### config.mk
export PLATFORM = sky130hd
export DESIGN_NAME = pair_triple_gen
export DESIGN_NICKNAME = d
export VERILOG_FILES = /design/src/rtl/pair_triple_gen_pkg.sv /design/src/rtl/pair_triple_pattern_rom.sv /design/src/rtl/pair_triple_gen.sv
export SDC_FILE = /design/constraint.sdc
export NUM_CORES = 1
export LEC_CHECK = 0
export BUFFER_PORTS_ARGS = -buffer_cell sky130_fd_sc_hd__buf_2
export CORE_AREA = 2 2 41 43
export DETAILED_ROUTE_END_ITERATION = 10
export DIE_AREA = 0 0 43 45
export PLACE_DENSITY = 0.8
export SETUP_SLACK_MARGIN = 0.2
export SYNTH_ARGS = -nofsm -noshare
export SYNTH_HDL_FRONTEND = slang
export SYNTH_SLANG_ARGS = --single-unit
export TNS_END_PERCENT = 30
### constraint.sdc
create_clock -name clk -period 4.5 [get_ports clk]
set_clock_uncertainty 0.15 [all_clocks]
set_input_delay 0.225 -clock clk [delete_from_list [all_inputs] [get_ports clk]]
set_output_delay 0.225 -clock clk [all_outputs]
set_load 0.02 [all_outputs]
### src/rtl/pair_triple_gen_pkg.sv
// rtl/pair_triple_gen_pkg.sv - shared mode and FSM state encodings for pair_triple_gen
package pair_triple_gen_pkg;

    typedef enum logic [1:0] {
        MODE_NODET  = 2'd0,
        MODE_PAIR   = 2'd1,
        MODE_TRIPLE = 2'd2,
        MODE_DETECT = 2'd3
    } mode_e;

    typedef enum logic {
        ST_IDLE = 1'b0,
        ST_EMIT = 1'b1
    } state_e;

    localparam int unsigned REM_W = 5;

endpackage

### src/rtl/pair_triple_pattern_rom.sv
// rtl/pair_triple_pattern_rom.sv - mode/index to {out2,out1,out0} vector table and class size
module pair_triple_pattern_rom
    import pair_triple_gen_pkg::*;
(
    input  mode_e       mode_i,
    input  logic [1:0]  idx_i,
    output logic [2:0]  vec_o,
    output logic [2:0]  size_o
);

    always_comb begin
        vec_o  = 3'b000;
        size_o = 3'd1;
        case (mode_i)
            MODE_NODET: begin
                size_o = 3'd4;
                case (idx_i)
                    2'd0:    vec_o = 3'b000;
                    2'd1:    vec_o = 3'b001;
                    2'd2:    vec_o = 3'b010;
                    default: vec_o = 3'b100;
                endcase
            end
            MODE_PAIR: begin
                size_o = 3'd3;
                case (idx_i)
                    2'd0:    vec_o = 3'b011;
                    2'd1:    vec_o = 3'b101;
                    default: vec_o = 3'b110;
                endcase
            end
            MODE_TRIPLE: begin
                size_o = 3'd1;
                vec_o  = 3'b111;
            end
            default: begin
                size_o = 3'd4;
                case (idx_i)
                    2'd0:    vec_o = 3'b011;
                    2'd1:    vec_o = 3'b101;
                    2'd2:    vec_o = 3'b110;
                    default: vec_o = 3'b111;
                endcase
            end
        endcase
    end

endmodule

### src/rtl/pair_triple_gen.sv
// rtl/pair_triple_gen.sv - request-driven pair/triple test vector generator
// Optional transfer counter port stat_cnt under PAIR_TRIPLE_GEN_STATS_EN.
module pair_triple_gen
    import pair_triple_gen_pkg::*;
(
    input  logic        clk,
    input  logic        rst,
    input  logic        req_val,
    output logic        req_rdy,
    input  logic [1:0]  req_mode,
    input  logic [3:0]  req_len,
    output logic        out0,
    output logic        out1,
    output logic        out2,
    output logic        out_val,
    input  logic        out_rdy,
    output logic        out_last
`ifdef PAIR_TRIPLE_GEN_STATS_EN
    ,
    output logic [7:0]  stat_cnt
`endif
);

    state_e            state_q, state_d;
    mode_e             mode_q, mode_d;
    logic [1:0]        idx_q, idx_d;
    logic [REM_W-1:0]  rem_q, rem_d;
    logic [2:0]        pat_vec;
    logic [2:0]        pat_size;

    pair_triple_pattern_rom u_rom (
        .mode_i (mode_q),
        .idx_i  (idx_q),
        .vec_o  (pat_vec),
        .size_o (pat_size)
    );

    always_comb begin
        state_d = state_q;
        mode_d  = mode_q;
        idx_d   = idx_q;
        rem_d   = rem_q;
        case (state_q)
            ST_IDLE: begin
                if (req_val) begin
                    mode_d  = mode_e'(req_mode);
                    rem_d   = (req_len == 4'd0) ? REM_W'(16) : {1'b0, req_len};
                    idx_d   = 2'd0;
                    state_d = ST_EMIT;
                end
            end
            default: begin
                if (out_rdy) begin
                    rem_d = rem_q - REM_W'(1);
                    // Index wraps at the class size so short classes repeat.
                    idx_d = (({1'b0, idx_q} + 3'd1) == pat_size) ? 2'd0 : idx_q + 2'd1;
                    if (rem_q == REM_W'(1)) begin
                        state_d = ST_IDLE;
                    end
                end
            end
        endcase
    end

    always_ff @(posedge clk) begin
        if (rst) begin
            state_q <= ST_IDLE;
            mode_q  <= MODE_NODET;
            idx_q   <= 2'd0;
            rem_q   <= '0;
        end else begin
            state_q <= state_d;
            mode_q  <= mode_d;
            idx_q   <= idx_d;
            rem_q   <= rem_d;
        end
    end

    assign req_rdy            = (state_q == ST_IDLE) && !rst;
    assign out_val            = (state_q == ST_EMIT) && !rst;
    assign out_last           = out_val && (rem_q == REM_W'(1));
    assign {out2, out1, out0} = out_val ? pat_vec : 3'b000;

`ifdef PAIR_TRIPLE_GEN_STATS_EN
    logic [7:0] stat_cnt_q;

    always_ff @(posedge clk) begin
        if (rst) begin
            stat_cnt_q <= 8'd0;
        end else if (out_val && out_rdy) begin
            stat_cnt_q <= stat_cnt_q + 8'd1;
        end
    end

    assign stat_cnt = stat_cnt_q;
`endif

endmodule

==> results.cfg, run 1 <==
[power_and_ir_drop]
p_int_uw = 170
seq_power_share = 0.430
power_frac_clock = 0.340
powerDensity_nw_per_um2 = 264
p_total_uw = 245
switching_share = 0.309
p_leak_nw = 0.430
p_sw_uw = 75.7
p_comb_frac = 0.230
vdd_drop_max_mv = 0.165

[clock_tree]
post-cts-setup-buffers = 0
clk_pin_slew_ns = 0.07
cts_tree = done
holdBufCountCts = 0
ctsRootBufferMaster = clkbuf_4
clk-insertion-delay-late_ns = 0.27
htreeDepth = 1
numCtsBuffers = 3
cts_resized = 0
cts_sinks = 10
clk_path_buf_depth = 2

[worst_setup_path]
endpoint_kind = output port
worstPathArrival_ns = 1.73
startpoint_type = flop
critPathRequiredTime_ns = 4.12
cp_max_fo = 9
critPathKind = reg -> out

[global_route]
grt_max_degree = 17
grt_use_total = 0.215
gr-total-overflow = 0
grt_pass1_vias = 740
antenna_found_initial = 0
grt_pass1_wl_mm = 3.13

[route]
vias = 742
routedWlPerCell_um = 13.6
post-route-drc-count = 0
drtPass1Iterations = 4
ant_nets = 0
via_per_inst = 5.75
wl_mm = 1.76
drt_iter0_markers = 15

[floorplan]
initial_core_util = 0.554
coreArea_um2 = 1470
rows = 14
die_h_um = 45
die_w_um = 43
pin_count = 16
die_area_um2 = 1940

[place]
place_congestion = 0.823
numPlacedInstances = 125
placed_area_um2 = 891
dp_hpwl_mm = 1.32
dp_slack_ns = 2.67
place.port_buffers = 15

[synthesis]
yosys_warnings = 0
ys_seq_area_frac = 0.246
syn_area_um2 = 815
ys_ff_latch = 10
synth_top_area_frac = 0.246
synth_area_per_cell_um2 = 8.40
synth.distinct_cells = 36
yosysTopAreaCell = dfxtp_1
synth_cells = 97
synth_area_leaders = dfxtp_1 25%, ha_1 22%, nor2_1 5.1%
syn_nets = 121

[sta]
min_period_over_period = 0.469
worst_hold_slack_ns = 0.0440
fin_ws_ns = 2.39
slew_viol_final = 0
rsz0062_at_grt = false
finalSetupViolCount = 0
relSlewSlack = 0.546
worst_slew_pin_slew_ns = 0.661
hold_viol = 0
finalCriticalPeriod_ns = 2.11
timing.fmax_ghz = 0.474
fin_setup_tns_ns = 0

[layout]
syn_to_final_growth_pct = 13.8
utilization = 0.630
layout-drive-gt1-share = 0.186
post-route-cell-area_um2 = 927
fillers = 135
n_antenna_cell = 0
final_common_cell = buf_2
final_cell_mix = 15 x buf_2, 14 x ha_1, 11 x nor2_1
final_cell_count_no_fill = 129
fin_nets = 138

[min_path]
min-delay-path-class = in -> reg

[run_status]
status = complete, no violations

[flow_run]
max_cap_viol_count = 0
final cells by class:
class                           count  area (um2)  share of cell area
Multi-Input combinational cell     75         562               0.606
Sequential cell                    10         200               0.216
Timing Repair Buffer               15        75.1              0.0810
Clock buffer                        4        36.3              0.0391
Inverter                            9        33.8              0.0364
Tap cell                           16        20.0              0.0216
sequential cells by signal, summed over array words and instances, names as in the netlist:
signal and count:
rem_q 5, idx_q 2, mode_q 2, state_q 1
per-layer routing:
metal | vias up | track usage | routed length, um
met4 | 0 | 0.0788 | 0
met5 | - | 0 | 0
met2 | 25 | 0.373 | 878
met3 | 0 | 0.0480 | 93
li1 | 378 | - | -
met1 | 339 | 0.264 | 783
power by group through the flow:
stage	combinational (mW)	sequential, mW	clock (mW)
2_1_floorplan	0.0439	0.103	0
3_3_place_gp	0.0537	0.106	0
3_5_place_dp	0.0554	0.107	0
4_1_cts	0.0560	0.105	0.0846
5_1_grt	0.0632	0.107	0.0895
6_report	0.0563	0.105	0.0833
synth_stat cells:
| cell | instances |
|---|---|
| inv_1 | 9 |
| nor2_1 | 11 |
| a311o_1 | 1 |
| o31a_1 | 1 |
| nand4_1 | 1 |
| o21ai_0 | 2 |
| nor3_1 | 1 |
| o211a_1 | 1 |
| nor3b_1 | 2 |
| a21oi_1 | 8 |
| and2_1 | 2 |
| a311oi_1 | 1 |
| and3b_1 | 1 |
| o32ai_2 | 1 |
| nor4b_1 | 1 |
| nand3b_1 | 1 |
| nand3_1 | 2 |
| and3_1 | 2 |
| o41ai_1 | 1 |
| or3b_2 | 1 |
| xnor2_1 | 1 |
| mux2i_1 | 3 |
| nand2_1 | 6 |
| dfxtp_1 | 10 |
| or3b_1 | 1 |
| o22ai_1 | 2 |
| nor4_1 | 1 |
| ha_1 | 14 |
| or4_1 | 1 |
| a31oi_1 | 1 |
| buf_6 | 1 |
| a211o_1 | 1 |
| clkbuf_1 | 2 |
| o32a_1 | 1 |
| nor2b_1 | 1 |
| a32o_1 | 1 |
worst max-delay path, cell delays in order, from the launching register on:
cell and delay, ns:
dfxtp_1 0.51, inv_1 0.14, ha_1 0.24, a21oi_1 0.14, o21ai_0 0.11, and3_1 0.17, buf_2 0.15
cells by family after synthesis:
group	share of synthesized area
buffers and inverters	0.0645
adder cells (fa/ha/maj)	0.215
AND/OR/NAND/NOR	0.230
AO/OA/AOI/OAI	0.197
flip-flops	0.246
multiplexers	0.0369
XOR/XNOR	0.0108
worst paths after layout:
path,end,slack [ns],startpoint,cells past startpoint
setup / recovery,out0,2.39,idx_q[0],6
hold / removal,mode_q[1],0.04,req_mode[1],3
hold reg to reg,rem_q[1],0.35,rem_q[1],2
setup reg to reg,idx_q[0],2.68,idx_q[0],5
Power figures use the tool's default switching activity.
==> run 2, diff against run 1 <==
- CORE_AREA: 2 2 41 43 -> 2 2 43 45
- DIE_AREA: 0 0 43 45 -> 0 0 45 47
- PLACE_DENSITY: 0.8 -> 0.73
- clock period: 4.5 -> 1.97 ns (I/O delays scaled with it)
==> results.cfg, run 2 (synthesis results as in run 1) <==
[run_status]
status = complete, no violations

[sta]
slew_viol_final = 0
finalSetupViolCount = 0
rsz0062_at_grt = true
fin_setup_tns_ns = 0
finalCriticalPeriod_ns = 1.74
worst_slew_pin_slew_ns = 0.344
timing.fmax_ghz = 0.575
relSlewSlack = 0.764
fin_ws_ns = 0.231
min_period_over_period = 0.883
hold_viol = 0

[power_and_ir_drop]
p_int_uw = 400
power_frac_clock = 0.330
p_comb_frac = 0.253
p_sw_uw = 173
p_leak_nw = 0.463
vdd_drop_max_mv = 0.348
seq_power_share = 0.417
switching_share = 0.303
powerDensity_nw_per_um2 = 571

[min_path]
min-delay-path-class = in -> reg
holdPathStages = 3

[worst_setup_path]
crit_cells = 6
crit_start = mode_q[0]
cp-endpoint = out1
reg2regPathDepth = 5
crit_buf_inv = 2
r2r_slack_ns = 0.25
endpoint_kind = output port
r2r_start = rem_q[0]
r2r_end = rem_q[4]
startpoint_type = flop
critPathKind = reg -> out
path_delay_family = flip-flops
worstPathArrival_ns = 1.49
worstPathCellList = inv_1, ha_1, a21oi_1, o22ai_1, and2_1, buf_2
cpPeakStageDelay_ns = 0.37
critPathRequiredTime_ns = 1.72
critical_path.slowest_cell = dfxtp_2
cp_max_fo = 5

[floorplan]
die_area_um2 = 2120
initial_core_util = 0.493
coreArea_um2 = 1650
rows = 15
die_h_um = 47
die_w_um = 45
pin_count = 16

[route]
via_per_inst = 5.54
wl_mm = 1.76
routedWlPerCell_um = 12.9
ant_nets = 0
drt_iter0_markers = 10
drtPass1Iterations = 4
vias = 754
post-route-drc-count = 0

[layout]
syn_to_final_growth_pct = 23.2
fillers = 150
regMostFlops = rem_q
top_regs = rem_q x5, idx_q x2, mode_q x2
largest_reg_flops = 5
utilization = 0.608
layout-drive-gt1-share = 0.244
post-route-cell-area_um2 = 1000
final_common_cell = buf_2
n_antenna_cell = 0
fin_nets = 144
final_cell_mix = 15 x buf_2, 14 x ha_1, 11 x nor2_1

[global_route]
antenna_found_initial = 0
gr-total-overflow = 0
grt_use_total = 0.178
grt_max_degree = 16
grt_pass1_wl_mm = 2.72
grt_pass1_vias = 691

[place]
place.port_buffers = 15
dp_slack_ns = 0.202
dp_hpwl_mm = 1.32
place_congestion = 0.829
placed_area_um2 = 907

[clock_tree]
clk-insertion-delay-late_ns = 0.27
ctsRootBufferMaster = clkbuf_4
clk_pin_slew_ns = 0.07
htreeDepth = 1
clk_path_buf_depth = 2
numCtsBuffers = 3
cts_sinks = 10
cts_tree = done

[flow_run]
max_cap_viol_count = 0
run 2: changes by cell type in the layout (fill, tap and decap cells not counted), sizes merged:
cell	previous run	this run
dlygate4sd3	0	3
buf	15	18
run 2: layout make-up:
type / instances / area [um2] / share of cell area
clock buffer: 4 / 36.3 / 0.0362
inverter: 9 / 33.8 / 0.0337
sequential: 10 / 208 / 0.207
tap: 17 / 21.3 / 0.0212
multi-input combinational: 75 / 577 / 0.575
timing repair buffer: 21 / 128 / 0.127
run 2: worst min-delay path by stage:
stage	to	startpoint
after global routing	rem_q[2]	req_val
after detailed placement	mode_q[0]	req_mode[0]
after global placement	mode_q[1]	req_mode[1]
after floorplan	rem_q[3]	rst
final	rem_q[0]	req_len[0]
after CTS	rem_q[0]	req_len[0]
run 2: repair_timing:
action | CTS | global route
gates resized for setup | 2 | 5
hold buffers | 3 | 0
endpoints found under the hold margin | 3 | 0
setup endpoints to repair | 5 | 5
setup buffers | 0 | 1
run 2: worst reg2reg max path, stage by stage (launching register included):
cell	delay (ns)
dfxtp_1	0.34
inv_1	0.08
ha_1	0.19
or3b_1	0.37
o32a_1	0.31
o32ai_2	0.19
run 2: metrics by stage:
step           hold WS [ns]  instances  total power [mW]
6_report             0.0141        136             0.573
3_3_place_gp          0.181        128             0.371
5_1_grt              0.0202        136             0.604
3_5_place_dp          0.200        128             0.375
2_1_floorplan        0.0512         97             0.335
4_1_cts             0.00548        135             0.576
run 2: per-layer routing:
metal / up-vias / track usage / routed length, um
li1: 390 / - / -
met1: 339 / 0.177 / 756
met2: 17 / 0.357 / 914
met3: 8 / 0.0231 / 47
met4: 0 / 0.0941 / 38
met5: - / 0 / 0
run 2: power by group through the flow:
stage	Sequential, mW	Clock, mW	Combinational [mW]
2_1_floorplan	0.234	0	0.100
3_3_place_gp	0.240	0	0.131
3_5_place_dp	0.241	0	0.134
4_1_cts	0.237	0.198	0.141
5_1_grt	0.242	0.202	0.160
6_report	0.239	0.189	0.145
==> run 3, diff against run 2 <==
--- a/config.mk
+++ b/config.mk
@@ -8,6 +8,8 @@
 export BUFFER_PORTS_ARGS = -buffer_cell sky130_fd_sc_hd__buf_2
-export CORE_AREA = 2 2 43 45
+export CELL_PAD_IN_SITES_DETAIL_PLACEMENT = 1
+export CELL_PAD_IN_SITES_GLOBAL_PLACEMENT = 1
+export CORE_AREA = 2 2 49 51
 export DETAILED_ROUTE_END_ITERATION = 10
-export DIE_AREA = 0 0 45 47
-export PLACE_DENSITY = 0.73
+export DIE_AREA = 0 0 51 53
+export PLACE_DENSITY_LB_ADDON = 0.1
 export SETUP_SLACK_MARGIN = 0.2
--- a/constraint.sdc
+++ b/constraint.sdc
@@ -4,2 +4,2 @@
 set_output_delay 0.0985 -clock clk [all_outputs]
-set_load 0.02 [all_outputs]
+set_load 0.01 [all_outputs]
==> results.cfg, run 3 (synthesis results as in run 1) <==
[route]
via_per_inst = 5.20
post-route-drc-count = 0
ant_nets = 0
drt_iter0_markers = 5
drtPass1Iterations = 2
routedWlPerCell_um = 13.9
vias = 769
wl_mm = 2.06

[place]
numPlacedInstances = 140
place.port_buffers = 15
place_congestion = 0.732
dp_hpwl_mm = 1.56

[clock_tree]
clk_path_buf_depth = 2
cts_sinks = 10
ctsRootBufferMaster = clkbuf_4
numCtsBuffers = 3
htreeDepth = 1
post-cts-setup-buffers = 0
clk_pin_slew_ns = 0.07
clk-insertion-delay-late_ns = 0.27
cts_tree = done

[sta]
min_period_over_period = 0.884
finalSetupViolCount = 0
relSlewSlack = 0.801
rsz0062_at_grt = true
hold_viol = 0
slew_viol_final = 0
finalCriticalPeriod_ns = 1.74
timing.fmax_ghz = 0.574
worst_slew_pin_slew_ns = 0.297
fin_setup_tns_ns = 0

[power_and_ir_drop]
p_comb_frac = 0.259
p_leak_nw = 0.466
seq_power_share = 0.408
p_int_uw = 400
switching_share = 0.304
power_frac_clock = 0.333
vdd_drop_max_mv = 0.361
p_sw_uw = 175
powerDensity_nw_per_um2 = 557

[worst_setup_path]
critical_path.slowest_cell = dfxtp_1
endpoint_kind = output port
worstPathCellList = buf_4, ha_1, a21oi_1, o22ai_1, and2_1, buf_2
cpPeakStageDelay_ns = 0.31
critPathKind = reg -> out
critPathRequiredTime_ns = 1.72
cp_max_fo = 8
startpoint_type = flop
reg2regPathDepth = 5
worstPathArrival_ns = 1.49

[layout]
largest_reg_flops = 5
regArea_um2 = 210
fin_nets = 145
top_regs = rem_q x5, idx_q x2, mode_q x2
multi_input_area_um2 = 579
n_antenna_cell = 0
utilization = 0.480
layout-drive-gt1-share = 0.275
final_cell_mix = 15 x buf_2, 13 x ha_1, 9 x inv_1, 9 x nor2_1, 7 x a21oi_1
final_common_cell = buf_2
regMostFlops = rem_q
final_cell_count_no_fill = 148
syn_to_final_growth_pct = 26.7
fillers = 267

[global_route]
antenna_found_initial = 0
grt_pass1_wl_mm = 3.44
grt_use_total = 0.177
grt_pass1_vias = 753
grt_max_degree = 16
gr-total-overflow = 0

[floorplan]
coreArea_um2 = 2150
die_w_um = 51
pin_count = 16
die_h_um = 53
rows = 17
die_area_um2 = 2700
initial_core_util = 0.379

[min_path]
holdPathStages = 3
min-delay-path-class = in -> reg

[flow_run]
max_cap_viol_count = 0

[run_status]
status = complete, no violations
==> run 3: changes by cell type in the layout (fill, tap and decap cells not counted) <==
cell           before  now
a21oi_2             0    1
dfxtp_4             1    2
nor4b_2             0    1
nor2_2              0    2
dfxtp_2             3    2
nor2_1             11    9
dlygate4sd3_1       3    4
ha_1               14   13
o21ai_0             2    1
o21ai_1             0    1
nor4b_4             1    0
a21oi_1             8    7
ha_2                0    1
==> run 3: final cells by class <==
cell class              count  share of cell area
clock buffers               4              0.0352
flip-flops and latches     10               0.204
inverters                   9              0.0327
repair buffers             22               0.133
multi-input cells          75               0.561
well taps                  28              0.0339
==> run 3: worst paths after layout <==
check	startpoint	to	slack, ns
setup / recovery	idx_q[0]	out2	0.23
hold / removal	req_val	rem_q[2]	0.02
setup reg to reg	rem_q[1]	rem_q[4]	0.27
hold reg to reg	rem_q[1]	rem_q[1]	0.34
==> run 3: critical path: cells and delay by family (launching register included) <==
family | cells | cell delay [ns]
buffers and inverters | 2 | 0.29
AO/OA/AOI/OAI | 2 | 0.26
flip-flops | 1 | 0.31
adder cells (fa/ha/maj) | 1 | 0.20
AND/OR/NAND/NOR | 1 | 0.16
==> run 3: timing repair <==
action / in CTS / in global routing
resized for setup: 1 / 11
endpoints found under the hold margin: 4 / 0
pin swaps: 0 / 2
setup endpoints to repair: 4 / 5
hold buffers: 4 / 0
==> run 3: routing by layer <==
metal	global-route usage	vias up	wire length (um)
met5	0	-	0
li1	-	393	-
met3	0.0254	4	46
met4	0.0946	0	36
met2	0.338	12	1100
met1	0.187	360	876
==> run 3: power by group through the flow <==
stage / combinational (mW) / sequential, mW / clock [mW]
4_1_cts: 0.146 / 0.236 / 0.202
5_1_grt: 0.169 / 0.238 / 0.209
3_3_place_gp: 0.136 / 0.239 / 0
2_1_floorplan: 0.0966 / 0.234 / 0
6_report: 0.149 / 0.235 / 0.192
3_5_place_dp: 0.138 / 0.240 / 0
==> run 3: metrics by stage <==
stage	setup WS (ns)	hold WS (ns)	instance area [um2]	total power [mW]
after CTS	0.138	0.00492	1010	0.584
after detailed placement	0.253	0.198	928	0.378
after floorplan	0.325	0.0512	815	0.331
final	0.229	0.0182	1030	0.575
after global routing	0.165	0.0198	1030	0.616
after global placement	0.308	0.186	928	0.375
